<file path="src/rtl/core_s1_fetch_ctrl.sv">
// Core stage-1 fetch sequencer: owns the PC, issues one-at-a-time imem requests,
// squashes redirected fetches and buffers one instruction for s2.
// Optional perf counters are compiled in with `define LETC_S1_FETCH_PERF_EN.
module core_s1_fetch_ctrl #(
  parameter logic [31:0] RESET_PC  = 32'h0000_0000,
  parameter logic [31:0] NOP_INSTR = 32'h0000_0013
) (
  input  logic        clk,
  input  logic        rst_n,
  input  logic        halt_req,
  input  logic        s2_busy,
  input  logic        trap_occurred,
  input  logic [31:0] trap_target_addr,
  input  logic        s2_to_s1_branch_en,
  input  logic [31:0] s2_to_s1_branch_target_addr,
  output logic        imem_req_valid,
  input  logic        imem_req_ready,
  output logic [31:0] imem_req_addr,
  input  logic        imem_rsp_valid,
  input  logic [31:0] imem_rsp_instr,
  input  logic        imem_rsp_fault,
  output logic        s1_to_s2_valid,
  output logic [31:0] s1_to_s2_pc,
  output logic [31:0] s1_to_s2_instr,
  output logic        s1_to_s2_fetch_fault,
`ifdef LETC_S1_FETCH_PERF_EN
  output logic [31:0] perf_fetch_count,
  output logic [31:0] perf_squash_count,
`endif
  output logic        halted
);

  typedef enum logic [1:0] {
    S_REQ      = 2'd0,
    S_WAIT_RSP = 2'd1,
    S_HALTED   = 2'd2
  } state_e;

  state_e      state_q, state_d;
  logic [31:0] pc_q, pc_d;
  logic        squash_q, squash_d;
  logic        halt_pend_q, halt_pend_d;
  logic        out_valid_q, out_valid_d;
  logic [31:0] out_pc_q, out_pc_d;
  logic [31:0] out_instr_q, out_instr_d;
  logic        out_fault_q, out_fault_d;

  logic        redirect;
  logic        redirect_take;
  logic [31:0] redirect_tgt;
  logic        out_fire;
  logic        req_fire;
  logic        rsp_accept;
  logic        deliver;
  logic        discard;

  // Trap wins over branch; targets are forced word-aligned.
  assign redirect     = trap_occurred | s2_to_s1_branch_en;
  assign redirect_tgt = (trap_occurred ? trap_target_addr : s2_to_s1_branch_target_addr)
                        & 32'hFFFF_FFFC;
  assign out_fire     = out_valid_q & ~s2_busy;
  assign req_fire     = imem_req_valid & imem_req_ready;

  // State register
  always_ff @(posedge clk or negedge rst_n) begin
    if (!rst_n) begin
      state_q <= S_REQ;
    end else begin
      state_q <= state_d;
    end
  end

  // Next-state logic
  always_comb begin
    state_d = state_q;
    case (state_q)
      S_REQ: begin
        if (halt_req) begin
          state_d = S_HALTED;
        end else if (req_fire) begin
          state_d = S_WAIT_RSP;
        end
      end
      S_WAIT_RSP: begin
        if (imem_rsp_valid) begin
          state_d = (halt_req | halt_pend_q) ? S_HALTED : S_REQ;
        end
      end
      S_HALTED: begin
        state_d = S_HALTED;
      end
      default: begin
        state_d = S_REQ;
      end
    endcase
  end

  // FSM outputs; a request is withheld while the output slot cannot drain
  always_comb begin
    imem_req_valid = 1'b0;
    halted         = 1'b0;
    redirect_take  = 1'b0;
    rsp_accept     = 1'b0;
    case (state_q)
      S_REQ: begin
        imem_req_valid = rst_n & ~redirect & ~halt_req & (~out_valid_q | ~s2_busy);
        redirect_take  = redirect;
      end
      S_WAIT_RSP: begin
        redirect_take = redirect;
        rsp_accept    = imem_rsp_valid;
      end
      S_HALTED: begin
        halted = 1'b1;
      end
      default: begin
        imem_req_valid = 1'b0;
      end
    endcase
  end

  assign imem_req_addr = pc_q;
  assign deliver       = rsp_accept & ~squash_q & ~redirect;
  assign discard       = rsp_accept & ~deliver;

  // PC, squash and halt-pending control
  always_comb begin
    pc_d        = pc_q;
    squash_d    = squash_q;
    halt_pend_d = halt_pend_q;
    if (redirect_take) begin
      pc_d = redirect_tgt;
    end else if (deliver) begin
      pc_d = pc_q + 32'd4;
    end
    if (state_q == S_WAIT_RSP) begin
      if (rsp_accept) begin
        squash_d    = 1'b0;
        halt_pend_d = 1'b0;
      end else begin
        if (redirect) begin
          squash_d = 1'b1;
        end
        if (halt_req) begin
          halt_pend_d = 1'b1;
        end
      end
    end
  end

  // s1-to-s2 output register: load beats flush beats consume
  always_comb begin
    out_valid_d = out_valid_q;
    out_pc_d    = out_pc_q;
    out_instr_d = out_instr_q;
    out_fault_d = out_fault_q;
    if (deliver) begin
      out_valid_d = 1'b1;
      out_pc_d    = pc_q;
      out_instr_d = imem_rsp_fault ? NOP_INSTR : imem_rsp_instr;
      out_fault_d = imem_rsp_fault;
    end else if (redirect_take || out_fire) begin
      out_valid_d = 1'b0;
    end
  end

  always_ff @(posedge clk or negedge rst_n) begin
    if (!rst_n) begin
      pc_q        <= RESET_PC;
      squash_q    <= 1'b0;
      halt_pend_q <= 1'b0;
      out_valid_q <= 1'b0;
      out_pc_q    <= RESET_PC;
      out_instr_q <= NOP_INSTR;
      out_fault_q <= 1'b0;
    end else begin
      pc_q        <= pc_d;
      squash_q    <= squash_d;
      halt_pend_q <= halt_pend_d;
      out_valid_q <= out_valid_d;
      out_pc_q    <= out_pc_d;
      out_instr_q <= out_instr_d;
      out_fault_q <= out_fault_d;
    end
  end

  assign s1_to_s2_valid       = out_valid_q;
  assign s1_to_s2_pc          = out_pc_q;
  assign s1_to_s2_instr       = out_instr_q;
  assign s1_to_s2_fetch_fault = out_fault_q;

`ifdef LETC_S1_FETCH_PERF_EN
  logic [31:0] fetch_cnt_q, fetch_cnt_d;
  logic [31:0] squash_cnt_q, squash_cnt_d;

  always_comb begin
    fetch_cnt_d  = fetch_cnt_q + {31'd0, deliver};
    squash_cnt_d = squash_cnt_q + {31'd0, discard};
  end

  always_ff @(posedge clk or negedge rst_n) begin
    if (!rst_n) begin
      fetch_cnt_q  <= 32'd0;
      squash_cnt_q <= 32'd0;
    end else begin
      fetch_cnt_q  <= fetch_cnt_d;
      squash_cnt_q <= squash_cnt_d;
    end
  end

  assign perf_fetch_count  = fetch_cnt_q;
  assign perf_squash_count = squash_cnt_q;
`else
  logic unused_discard;
  assign unused_discard = discard;
`endif

endmodule
</file>
<file path="config.mk">
export PLATFORM = sky130hd
export DESIGN_NAME = core_s1_fetch_ctrl
export DESIGN_NICKNAME = d
export VERILOG_FILES = /design/src/rtl/core_s1_fetch_ctrl.sv
export SDC_FILE = /design/constraint.sdc
export NUM_CORES = 1
export LEC_CHECK = 0
export BUFFER_PORTS_ARGS = -buffer_cell sky130_fd_sc_hd__buf_2
export CAP_MARGIN = 20
export CORE_ASPECT_RATIO = 0.75
export CORE_MARGIN = 1
export CORE_UTILIZATION = 48
export DETAILED_ROUTE_END_ITERATION = 7
export PLACE_DENSITY = 0.88
export SKIP_LAST_GASP = 1
export SLEW_MARGIN = 40
export SYNTH_ARGS = -nofsm -noshare
export SYNTH_HDL_FRONTEND = slang
export SYNTH_SLANG_ARGS = --single-unit
</file>
<file path="constraint.sdc">
create_clock -name clk -period 1.97 [get_ports clk]
set_clock_uncertainty 0.1 [all_clocks]
set_input_delay 0 -clock clk [delete_from_list [all_inputs] [get_ports clk]]
set_output_delay 0 -clock clk [all_outputs]
set_load 0.01 [all_outputs]
</file>
# [Word-level counts from Yosys, hierarchy flattened]
# Index checks and enable logic that the tools add are counted.
[word_totals] register_bits=102 inputBits=105 output_inout_bits=100 wordCells=57
[op_classes] addsub=1 n_eq_ne=4 mux=19 bitwise_logic=15 n_reduce_logical=10
[op_table] op="32-bit 2-to-1 mux" n=4
[op_table] op="32-bit by 3-bit adder with 32-bit output, second input constant" n=1
[op_table] op="1-bit 2-to-1 mux" n=10
[op_table] op="2-bit 2-to-1 mux" n=4
[op_table] op="2-bit nonzero test" n=4
[op_table] op="1-bit AND" n=7
[op_table] op="2-bit case mux with 3 select lines" n=1
[op_table] op="2-bit AND reduction" n=3
[op_table] op="1-bit NOT" n=5
[op_table] op="3-bit inequality test, second input constant" n=1
[op_table] op="1-bit OR" n=3
[op_table] op="2-bit by 1-bit == test with 1-bit output, second input constant" n=1
[op_table] op="2-bit == test, second input constant" n=1
[op_table] op="2-bit zero test" n=1
[op_table] op="2-bit inequality test, second input constant" n=1
[op_table] op="2-bit OR reduction" n=1
[op_table] op="1-bit logical OR" n=1

# [Longest topological paths before layout]
# Gate-level depths: netlist of the first run.
[depth] depth_word=10 mapped_depth=8 ltp_nobuf=6

# [Worst setup path before layout of the first run]
# No wires, ideal clock.
[synth_path] path_kind="register -> register" start="register pc_q[2] (netlist: imem_req_addr[2])" end="register pc_q[14] (netlist: imem_req_addr[14])" setup_ns=0.104 arrival_ns=1.647 t_required_ns=1.766 path_slack_ns=0.119 stages_incl_launch_ff=8 n_path_buf=1 period_less_slack_ns=1.851 path_cell_list="dfrtp_1 ha_1 nand2_1 or3_1 buf_6 nor2_4 a311oi_1 a221oi_1"
[synth_via] elab_chain_len=3
[synth_rtl] item="start, declared" line="40" source="logic [31:0] pc_q, pc_d;"
[synth_rtl] item="start signal, assigned" line="177" source="pc_q <= pc_d;"
[synth_rtl] item="32-bit by 3-bit adder with 32-bit output" line="134" source="pc_d = pc_q + 32'd4;"
[synth_rtl] item="32-bit 2-to-1 mux" line="133" source="end else if (deliver) begin"
[synth_rtl] item="32-bit 2-to-1 mux" line="131" source="if (redirect_take) begin"
# Every way passes these cells. The select of a mux whose other input is x is not followed.
# A chain may end at the register's enable or synchronous reset.

# [Final worst setup path of the first run]
[layout_path] start="register pc_q[3] (netlist: imem_req_addr[3])" end="register pc_q[20] (netlist: imem_req_addr[20])"
# The elaborated chain is that of the path after synthesis.

==> results.sh, run 1 <==
export IMPL_outcome="finished, violations left"
export IMPL_failed_checks="hold timing, setup timing"
export IMPL_max_cap_violations=0
export IMPL_rsz0062_at_grt="yes"
export IMPL_syn_avg_cell_area_um2=9.27
export IMPL_grt_max_degree=99
export IMPL_cts_tree="yes"
export IMPL_seq_area_um2=2460
export IMPL_ir_drop_v=0.000485
export IMPL_ys_flop_type="dfrtp_1"
export IMPL_num_antenna_cells=0
export IMPL_min_period_ns=1.98
export IMPL_drt_total_wl_um=15900
export IMPL_final_hold_viol_count=1
export IMPL_cts_reportedPaths_clkPinSlew_ns=0.07
export IMPL_setup_viol=1
export IMPL_dp_cells=852
export IMPL_worstPathArrival_ns=2.11
export IMPL_htreeDepth=3
export IMPL_ys_warn_count=0
export IMPL_multi_input_area_um2=2290
export IMPL_critPathKind="reg -> reg"
export IMPL_synth_area_leader_cell="dfrtp_1"
export IMPL_initial_core_util=0.502
export IMPL_synth_cells=529
export IMPL_ys_types=53
export IMPL_p_leak_nw=3.84
export IMPL_worstHoldPathCells=3
export IMPL_final_cells=949
export IMPL_post_synth_and_or_nand_nor_area_fraction=0.300
export IMPL_synth_top_family_by_area="simple AND/OR/NAND/NOR gates"
export IMPL_synth_fa_ha_area_frac=0.00255
export IMPL_synth_top_area_frac=0.485
export IMPL_synth_xor_area_share=0.0286
export IMPL_r2r_slack_ns=-0.008
export IMPL_synth_seq_cells=98
export IMPL_switching_power_w=0.00138
export IMPL_clock_path_buffers=2
export IMPL_wl_per_cell_um=16.7
export IMPL_hp_class="in -> reg"
export IMPL_ant_nets=0
export IMPL_drt_initial_drc_count=357
export IMPL_synthTopCellsByArea="dfrtp_1, nand2_1, nand3b_1, a211oi_1, a21oi_1"
export IMPL_yosysMostFrequentCell="nand2_1"
export IMPL_combPwrFrac=0.178
export IMPL_synth_mux_area_frac=0.0293
export IMPL_dpl_hpwl_um=10200
export IMPL_yosysSeqAreaShare=0.501
export IMPL_finalSetupTns_ns=-0.00834
export IMPL_clk_latency_ns=0.34
export IMPL_numCtsBuffers=9
export IMPL_synth_edff_count=0
export IMPL_ios=205
export IMPL_layout_nets=918
export IMPL_intPower_w=0.00379
export IMPL_root_buffer="clkbuf_16"
export IMPL_sw_frac_of_total=0.267
export IMPL_cp_end_kind="flop"
export IMPL_relSlewSlack=0.631
export IMPL_vias=5179
export IMPL_dieHeight_um=89.6
export IMPL_antenna_found_initial=0
export IMPL_slew_viol_final=0
export IMPL_power_share_sequential=0.443
export IMPL_netlist_area_um2=4910
export IMPL_die_w_um=119
export IMPL_clock_sinks=98
export IMPL_rows=31
export IMPL_synthArstFlopShare=1.00
export IMPL_fill_cells=692
export IMPL_viasPerCell=5.46
export IMPL_pwr_density_cell_nw_per_um2=710
export IMPL_die_area_um2=10600
export IMPL_drive_above_1_share=0.329
export IMPL_timing_final_ws_setup_ns=-0.00834
export IMPL_overflow=0
export IMPL_track_usage=0.296
export IMPL_r2r_cells=7
export IMPL_area_delta_synth_final_pct=48.7
export IMPL_hold_ws_ns=-0.00538
export IMPL_fmax_mhz=505
export IMPL_drt_pass1_iterations=6
export IMPL_crit_fanout=8
export IMPL_grt_first_pass_wirelength_um=24300
export IMPL_fin_area_um2=7290
export IMPL_tightestPinTransition_ns=0.554
export IMPL_core_area_um2=9770
export IMPL_grt_pass1_vias=4909
export IMPL_port_buffers=196
export IMPL_place_congestion=0.849
export IMPL_synth_compound_area_share=0.0974
export IMPL_crit_path_start_kind="flop"
export IMPL_synthTopCellsByCount="nand2_1, dfrtp_1, nand3b_1, a211oi_1, a21oi_1"
export IMPL_place_area_um2=6120
export IMPL_total_power_w=0.00518
export IMPL_drcViolationCount=0
export IMPL_fin_crit_sh=1.00
export IMPL_clkPwrFrac=0.378
export IMPL_crit_required_ns=2.10
-- cell usage in the layout, fill, tap and decap left out, drive strengths merged, types with 3 or more instances in the layout --
cell and instances:
xnor2 9, dfrtp 95, nand4 5, nand2 174
mux2 3, nand3b 29, xor2 7, conb 4
nor2 15, mux2i 11, dlygate4sd3 79, o21ai 6
nor2b 16, a211oi 24, clkinv 3, and3 8
clkbuf 11, a311oi 4, buf 227, nor4 4
nor3 13, or3 3, nand3 11, dfstp 3
a21oi 23, o22ai 3, and2 3, and4 3
-- cells by family after synthesis --
| family | count (synthesis) |
|---|---|
| DFF | 98 |
| and+or+nand+nor | 288 |
| adders and majority gates | 1 |
| muxes | 14 |
| buffers and inverters | 39 |
| other | 1 |
| xor gates and xnor gates | 16 |
| AOI/OAI and AO/OA | 72 |
-- critical path, stage by stage, from the launching register on --
cell and delay [ns]:
dfrtp_1 0.37, ha_2 0.22, nand2_2 0.07, or3_1 0.37, buf_6 0.17, nor2_4 0.14, a211oi_1 0.12, a311oi_1 0.30
-- through the flow --
stage                      util  worst slack [ns]
after floorplan               -             0.119
after global placement    0.626             0.131
after detailed placement  0.626            0.0117
after CTS                 0.742            0.0105
after global routing      0.746           -0.0481
final                     0.746          -0.00834
-- flip-flops by register name, indices dropped and copies added (netlist names) --
register,count
s1_to_s2_instr,32
halt_pend_q,1
s1_to_s2_pc,30
s1_to_s2_fetch_fault,1
state_q,2
s1_to_s2_valid,1
squash_q,1
imem_req_addr,30
-- layout make-up --
cell class,count,area share
Clock inverter,5,0.0118
Tap cell,132,0.0226
Sequential cell,98,0.337
Multi-Input combinational cell,395,0.314
Inverter,2,0.00103
Clock buffer,11,0.0346
Timing Repair Buffer,306,0.280
-- power by group through the flow --
stage	Clock (W)	Combinational [W]	Sequential [W]
3_3_place_gp	0	0.000738	0.00232
4_1_cts	0.00198	0.000893	0.00229
5_1_grt	0.00207	0.000997	0.00231
6_report	0.00196	0.000924	0.00230
2_1_floorplan	0	0.000286	0.00237
3_5_place_dp	0	0.000765	0.00232
-- layer usage --
metal	up-vias	part of all wire	GRT usage
li1	2376	-	-
met1	2460	0.41	0.376
met2	299	0.49	0.511
met3	44	0.078	0.0619
met4	0	0.027	0.106
met5	-	0	0
-- timing repair --
item	CTS	global route
hold endpoints to repair	154	0
endpoints found under the setup margin	3	6
buffers inserted	0	2
hold buffers	79	0
gates resized for setup	1	7
pin swaps	0	4
-- worst paths after layout --
| check | startpoint | end |
|---|---|---|
| min in group asynchronous | rst_n | imem_req_addr[25] |
| setup / recovery | imem_req_addr[3] | imem_req_addr[20] |
| max in group asynchronous | rst_n | imem_req_addr[10] |
| hold / removal | s2_to_s1_branch_target_addr[14] | imem_req_addr[14] |
| hold reg to reg | s1_to_s2_instr[0] | s1_to_s2_instr[0] |
| setup reg to reg | imem_req_addr[3] | imem_req_addr[20] |
Power figures use the tool's default switching activity.
==> run 2: changes to the inputs <==
--- a/config.mk
+++ b/config.mk
@@ -7,11 +7,14 @@
 export LEC_CHECK = 0
 export BUFFER_PORTS_ARGS = -buffer_cell sky130_fd_sc_hd__buf_2
 export CAP_MARGIN = 20
+export CELL_PAD_IN_SITES_DETAIL_PLACEMENT = 0
+export CELL_PAD_IN_SITES_GLOBAL_PLACEMENT = 2
 export CORE_ASPECT_RATIO = 0.75
 export CORE_MARGIN = 1
-export CORE_UTILIZATION = 48
+export CORE_UTILIZATION = 27
+export CTS_BUF_LIST = sky130_fd_sc_hd__clkbuf_8 sky130_fd_sc_hd__clkbuf_16
 export DETAILED_ROUTE_END_ITERATION = 7
-export PLACE_DENSITY = 0.88
+export PLACE_DENSITY = 0.87
 export SKIP_LAST_GASP = 1
 export SLEW_MARGIN = 40
 export SYNTH_ARGS = -nofsm -noshare
==> constraint.sdc (replaced) <==
create_clock -name clk -period 2.15 [get_ports clk]
set_clock_uncertainty 0.1 [all_clocks]
set_input_delay 0 -clock clk [delete_from_list [all_inputs] [get_ports clk]]
set_output_delay 0 -clock clk [all_outputs]
set_load 0.01 [all_outputs]
==> results.sh, run 2 (synthesis gave the netlist of run 1 again) <==
export IMPL_pwr_density_cell_nw_per_um2=620
export IMPL_rsz0062_at_grt="no"
export IMPL_wl_per_cell_um=15.0
export IMPL_clock_sinks=98
export IMPL_worstPathArrival_ns=2.10
export IMPL_drt_initial_drc_count=220
export IMPL_final_hold_viol_count=0
export IMPL_port_buffers=196
export IMPL_die_area_um2=18700
export IMPL_dieHeight_um=119
export IMPL_layout_commonest_cell="buf_2"
export IMPL_track_usage=0.171
export IMPL_max_cap_violations=0
export IMPL_outcome="finished clean"
export IMPL_critPathKind="reg -> reg"
export IMPL_crit_required_ns=2.28
export IMPL_utilization=0.417
export IMPL_area_delta_synth_final_pct=50.7
export IMPL_final_cell_mix="buf_2, nand2_1, dfrtp_1, dlygate4sd3_1, nand3b_1"
export IMPL_finalSetupTns_ns=0
export IMPL_max_stage_delay_ns=0.39
export IMPL_num_antenna_cells=0
export IMPL_die_w_um=158
export IMPL_setup_viol=0
export IMPL_dpl_hpwl_um=11100
export IMPL_multi_input_area_um2=2290
export IMPL_drt_pass1_iterations=6
export IMPL_place_congestion=0.780
export IMPL_grtUsageMet1=0.247
export IMPL_hp_class="in -> reg"
export IMPL_tightestPinTransition_ns=0.537
export IMPL_overflow=0
export IMPL_drive_above_1_share=0.323
export IMPL_use_met3=0.0330
export IMPL_crit_path_start_kind="flop"
export IMPL_cp_slowest_cell="and3b_1"
export IMPL_place_ws_ns=0.0737
export IMPL_grt_pass1_vias=4549
export IMPL_grt_first_pass_wirelength_um=24700
export IMPL_relSlewSlack=0.642
export IMPL_ios=205
export IMPL_p_leak_nw=3.84
export IMPL_layout_nets=914
export IMPL_fin_crit_sh=0.919
export IMPL_ir_drop_v=0.000313
export IMPL_cp_end_kind="flop"
export IMPL_use_met2=0.263
export IMPL_vias=4754
export IMPL_ant_nets=0
export IMPL_slew_viol_final=0
export IMPL_fmax_mhz=506
export IMPL_grt_busiest_layer="met2"
export IMPL_viasPerCell=4.51
export IMPL_largest_reg_flops=32
export IMPL_path_cells="and3b_1 -> nand2_4 -> buf_4 -> a211o_1 -> and3_1"
export IMPL_core_area_um2=17700
export IMPL_seq_area_um2=2460
export IMPL_crit_fanout=24
export IMPL_clock_path_buffers=2
export IMPL_grt_max_degree=99
export IMPL_clk_latency_ns=0.34
export IMPL_numCtsBuffers=9
export IMPL_drcViolationCount=0
export IMPL_initial_core_util=0.277
export IMPL_root_buffer="clkbuf_16"
export IMPL_min_period_ns=1.98
export IMPL_timing_final_ws_setup_ns=0.174
export IMPL_drt_total_wl_um=15900
export IMPL_antenna_found_initial=0
export IMPL_rows=42
export IMPL_cts_tree="yes"
export IMPL_cts_reportedPaths_clkPinSlew_ns=0.07
export IMPL_fill_cells=1803
export IMPL_htreeDepth=3
-- run 2: cell types whose count changed in the layout (fill, tap and decap cells not counted), sizes merged --
cell         previous run  this run
clkinvlp                0         1
clkinv                  3         2
inv                     2         3
bufinv                  2         1
buf                   227       221
dlygate4sd3            79        81
-- run 2: worst max-delay path: cells and delay by family, from the launching register on --
kind                   cells  cell delay [ns]
buffers and inverters      1             0.31
AO/OA/AOI/OAI              1             0.24
flip-flops                 1             0.37
AND/OR/NAND/NOR            3             0.84
-- run 2: path summary, 6_finish.rpt --
check                                      from           endpoint  slack (ns)  cells past startpoint
setup reg to reg                     state_q[1]  imem_req_addr[31]        0.17                      5
min in group asynchronous                 rst_n    s1_to_s2_pc[24]        0.27                      3
max in group asynchronous                 rst_n  s1_to_s2_instr[0]        1.29                      3
hold / removal             trap_target_addr[20]  imem_req_addr[20]       0.002                      3
setup / recovery                     state_q[1]  imem_req_addr[31]        0.17                      5
hold reg to reg               s1_to_s2_instr[4]  s1_to_s2_instr[4]        0.35                      2
-- run 2: where the power goes --
group	internal (W)	switching, W	total, W	leakage [nW]
Clock	0.000963	0.000708	0.00167	0.153
Sequential	0.00195	0.000156	0.00211	1.28
Combinational	0.000418	0.000388	0.000806	2.40
Total	0.00333	0.00125	0.00458	3.84
-- run 2: metrics by stage --
step           cell area, µm²  instances  hold slack, ns  power (W)
2_1_floorplan            4920        532          -0.396    0.00244
3_3_place_gp             6260        958           0.103    0.00284
3_5_place_dp             6260        958          0.0984    0.00284
4_1_cts                  7380       1055         0.00333    0.00464
5_1_grt                  7390       1055          0.0105    0.00480
6_report                 7390       1055         0.00155    0.00458
-- run 2: what timing repair did --
action	in CTS	in global routing
resized for setup	0	4
setup endpoints to repair	0	4
hold endpoints to repair	155	0
setup buffers	0	0
hold buffers	81	0
-- run 2: area by class of cell --
type / instances / share of cell area
tap: 242 / 0.0410
timing repair buffer: 302 / 0.275
clock inverter: 5 / 0.00745
sequential: 98 / 0.332
inverter: 2 / 0.00102
multi-input combinational: 395 / 0.309
clock buffer: 11 / 0.0342
-- run 2: routing by layer --
metal	vias to the layer above	share of wire
met2	126	0.45
met5	-	0
met1	2258	0.48
met4	0	0.0070
li1	2361	-
met3	9	0.058
==> run 3: changes to the inputs <==
==> constraint.sdc (replaced) <==
create_clock -name clk -period 2.15 [get_ports clk]
set_clock_uncertainty 0.1 [all_clocks]
set_input_delay 0 -clock clk [delete_from_list [all_inputs] [get_ports clk]]
set_output_delay 0 -clock clk [all_outputs]
set_load 0.05 [all_outputs]
==> results.sh, run 3 (synthesis gave the netlist of run 1 again) <==
export IMPL_outcome="finished clean"
export IMPL_die_area_um2=18700
export IMPL_pwr_density_cell_nw_per_um2=685
export IMPL_drcViolationCount=0
export IMPL_area_delta_synth_final_pct=51.5
export IMPL_rows=42
export IMPL_num_antenna_cells=0
export IMPL_fill_cells=1806
export IMPL_slew_viol_final=0
export IMPL_grt_first_pass_wirelength_um=25500
export IMPL_drive_above_1_share=0.325
export IMPL_switching_power_w=0.00159
export IMPL_min_period_ns=2.00
export IMPL_cp_end_kind="flop"
export IMPL_wl_per_cell_um=15.4
export IMPL_place_ws_ns=0.0751
export IMPL_max_cap_violations=0
export IMPL_port_buffers=196
export IMPL_crit_path_start_kind="flop"
export IMPL_ios=205
export IMPL_intPower_w=0.00350
export IMPL_clock_sinks=98
export IMPL_seq_area_um2=2460
export IMPL_ir_drop_v=0.000360
export IMPL_track_usage=0.177
export IMPL_final_cell_mix="buf_2, nand2_1, dfrtp_1, dlygate4sd3_1, nand3b_1"
export IMPL_final_hold_viol_count=0
export IMPL_p_leak_nw=3.86
export IMPL_timing_final_ws_setup_ns=0.149
export IMPL_critPathKind="reg -> reg"
export IMPL_layout_commonest_cell="buf_2"
export IMPL_ant_nets=0
export IMPL_layout_nets=917
export IMPL_cts_reportedPaths_clkPinSlew_ns=0.07
export IMPL_combPwrFrac=0.226
export IMPL_worstPathArrival_ns=2.12
export IMPL_clock_path_buffers=2
export IMPL_dieHeight_um=119
export IMPL_cp_slowest_cell="dlygate4sd3_1"
export IMPL_finalSetupTns_ns=0
export IMPL_dpl_hpwl_um=11200
export IMPL_htreeDepth=3
export IMPL_largest_reg_flops=32
export IMPL_multi_input_area_um2=2290
export IMPL_viasPerCell=4.51
export IMPL_clk_latency_ns=0.35
export IMPL_setup_viol=0
export IMPL_fin_area_um2=7430
export IMPL_path_cells="buf_4 -> inv_2 -> o21ai_4 -> buf_12 -> a211oi_1 -> dlygate4sd3_1 -> a21oi_1"
export IMPL_drt_total_wl_um=16300
export IMPL_fin_crit_sh=0.931
export IMPL_root_buffer="clkbuf_16"
export IMPL_relSlewSlack=0.627
export IMPL_max_stage_delay_ns=0.59
export IMPL_clkPwrFrac=0.358
export IMPL_hp_class="in -> reg"
export IMPL_place_congestion=0.768
export IMPL_overflow=0
export IMPL_grt_max_degree=99
export IMPL_drt_initial_drc_count=294
export IMPL_core_area_um2=17700
export IMPL_grt_pass1_vias=4673
export IMPL_initial_core_util=0.277
export IMPL_drt_pass1_iterations=4
export IMPL_numCtsBuffers=9
export IMPL_fmax_mhz=500
export IMPL_rsz0062_at_grt="no"
export IMPL_total_power_w=0.00509
export IMPL_die_w_um=158
export IMPL_crit_required_ns=2.27
export IMPL_antenna_found_initial=0
export IMPL_place_area_um2=6230
export IMPL_vias=4773
export IMPL_sw_frac_of_total=0.312
export IMPL_tightestPinTransition_ns=0.560
export IMPL_power_share_sequential=0.415
export IMPL_crit_fanout=28
export IMPL_cts_tree="yes"
==> run 3: area by class of cell <==
| type | count | area share |
|---|---|---|
| timing repair buffer | 305 | 0.274 |
| clock inverter | 7 | 0.0146 |
| multi-input combinational | 395 | 0.308 |
| clock buffer | 9 | 0.0303 |
| tap | 242 | 0.0407 |
| sequential | 98 | 0.331 |
| inverter | 2 | 0.00101 |
==> run 3: power by group through the flow <==
stage	Clock, W	Combinational (W)	Sequential [W]
2_1_floorplan	0	0.000274	0.00251
3_3_place_gp	0	0.00104	0.00214
3_5_place_dp	0	0.00104	0.00214
4_1_cts	0.00190	0.00116	0.00211
5_1_grt	0.00195	0.00124	0.00213
6_report	0.00182	0.00115	0.00211
==> run 3: path summary, 6_finish.rpt <==
path / start / end / slack [ns] / depth (start not counted)
min in group asynchronous: rst_n / s1_to_s2_pc[25] / 0.23 / 3
worst max register to register: state_q[1] / imem_req_addr[10] / 0.15 / 7
worst min register to register: s1_to_s2_instr[1] / s1_to_s2_instr[1] / 0.35 / 2
worst min-delay path: s2_to_s1_branch_target_addr[11] / imem_req_addr[11] / 0.01 / 3
max in group asynchronous: rst_n / s1_to_s2_instr[0] / 1.28 / 3
worst max-delay path: state_q[1] / imem_req_addr[10] / 0.15 / 7
==> run 3: metrics by stage <==
stage / hold slack [ns] / utilization / instances
final: 0.0140 / 0.420 / 1058
after CTS: 0.000966 / 0.419 / 1058
after global placement: 0.0998 / 0.352 / 957
after global routing: 0.00587 / 0.420 / 1058
after detailed placement: 0.0933 / 0.352 / 957
after floorplan: -0.396 / - / 532
==> run 3: critical path: cells and delay by family (launching register included) <==
family                 cells  cell delay (ns)
buffers and inverters      4             1.02
AOI/OAI and AO/OA          3             0.35
DFF                        1             0.37
==> run 3: repair_timing <==
action                                  CTS  global route
endpoints found under the hold margin   157             0
buffers inserted                          0             0
hold buffers                             85             0
endpoints found under the setup margin    0             7
resized for setup                         0             5
==> run 3: routing by layer <==
metal | global-route usage | routed length [µm] | up-vias
li1 | - | - | 2360
met1 | 0.255 | 8070 | 2251
met2 | 0.269 | 7190 | 151
met3 | 0.0374 | 857 | 11
met4 | 0.0437 | 162 | 0
met5 | 0 | 0 | -
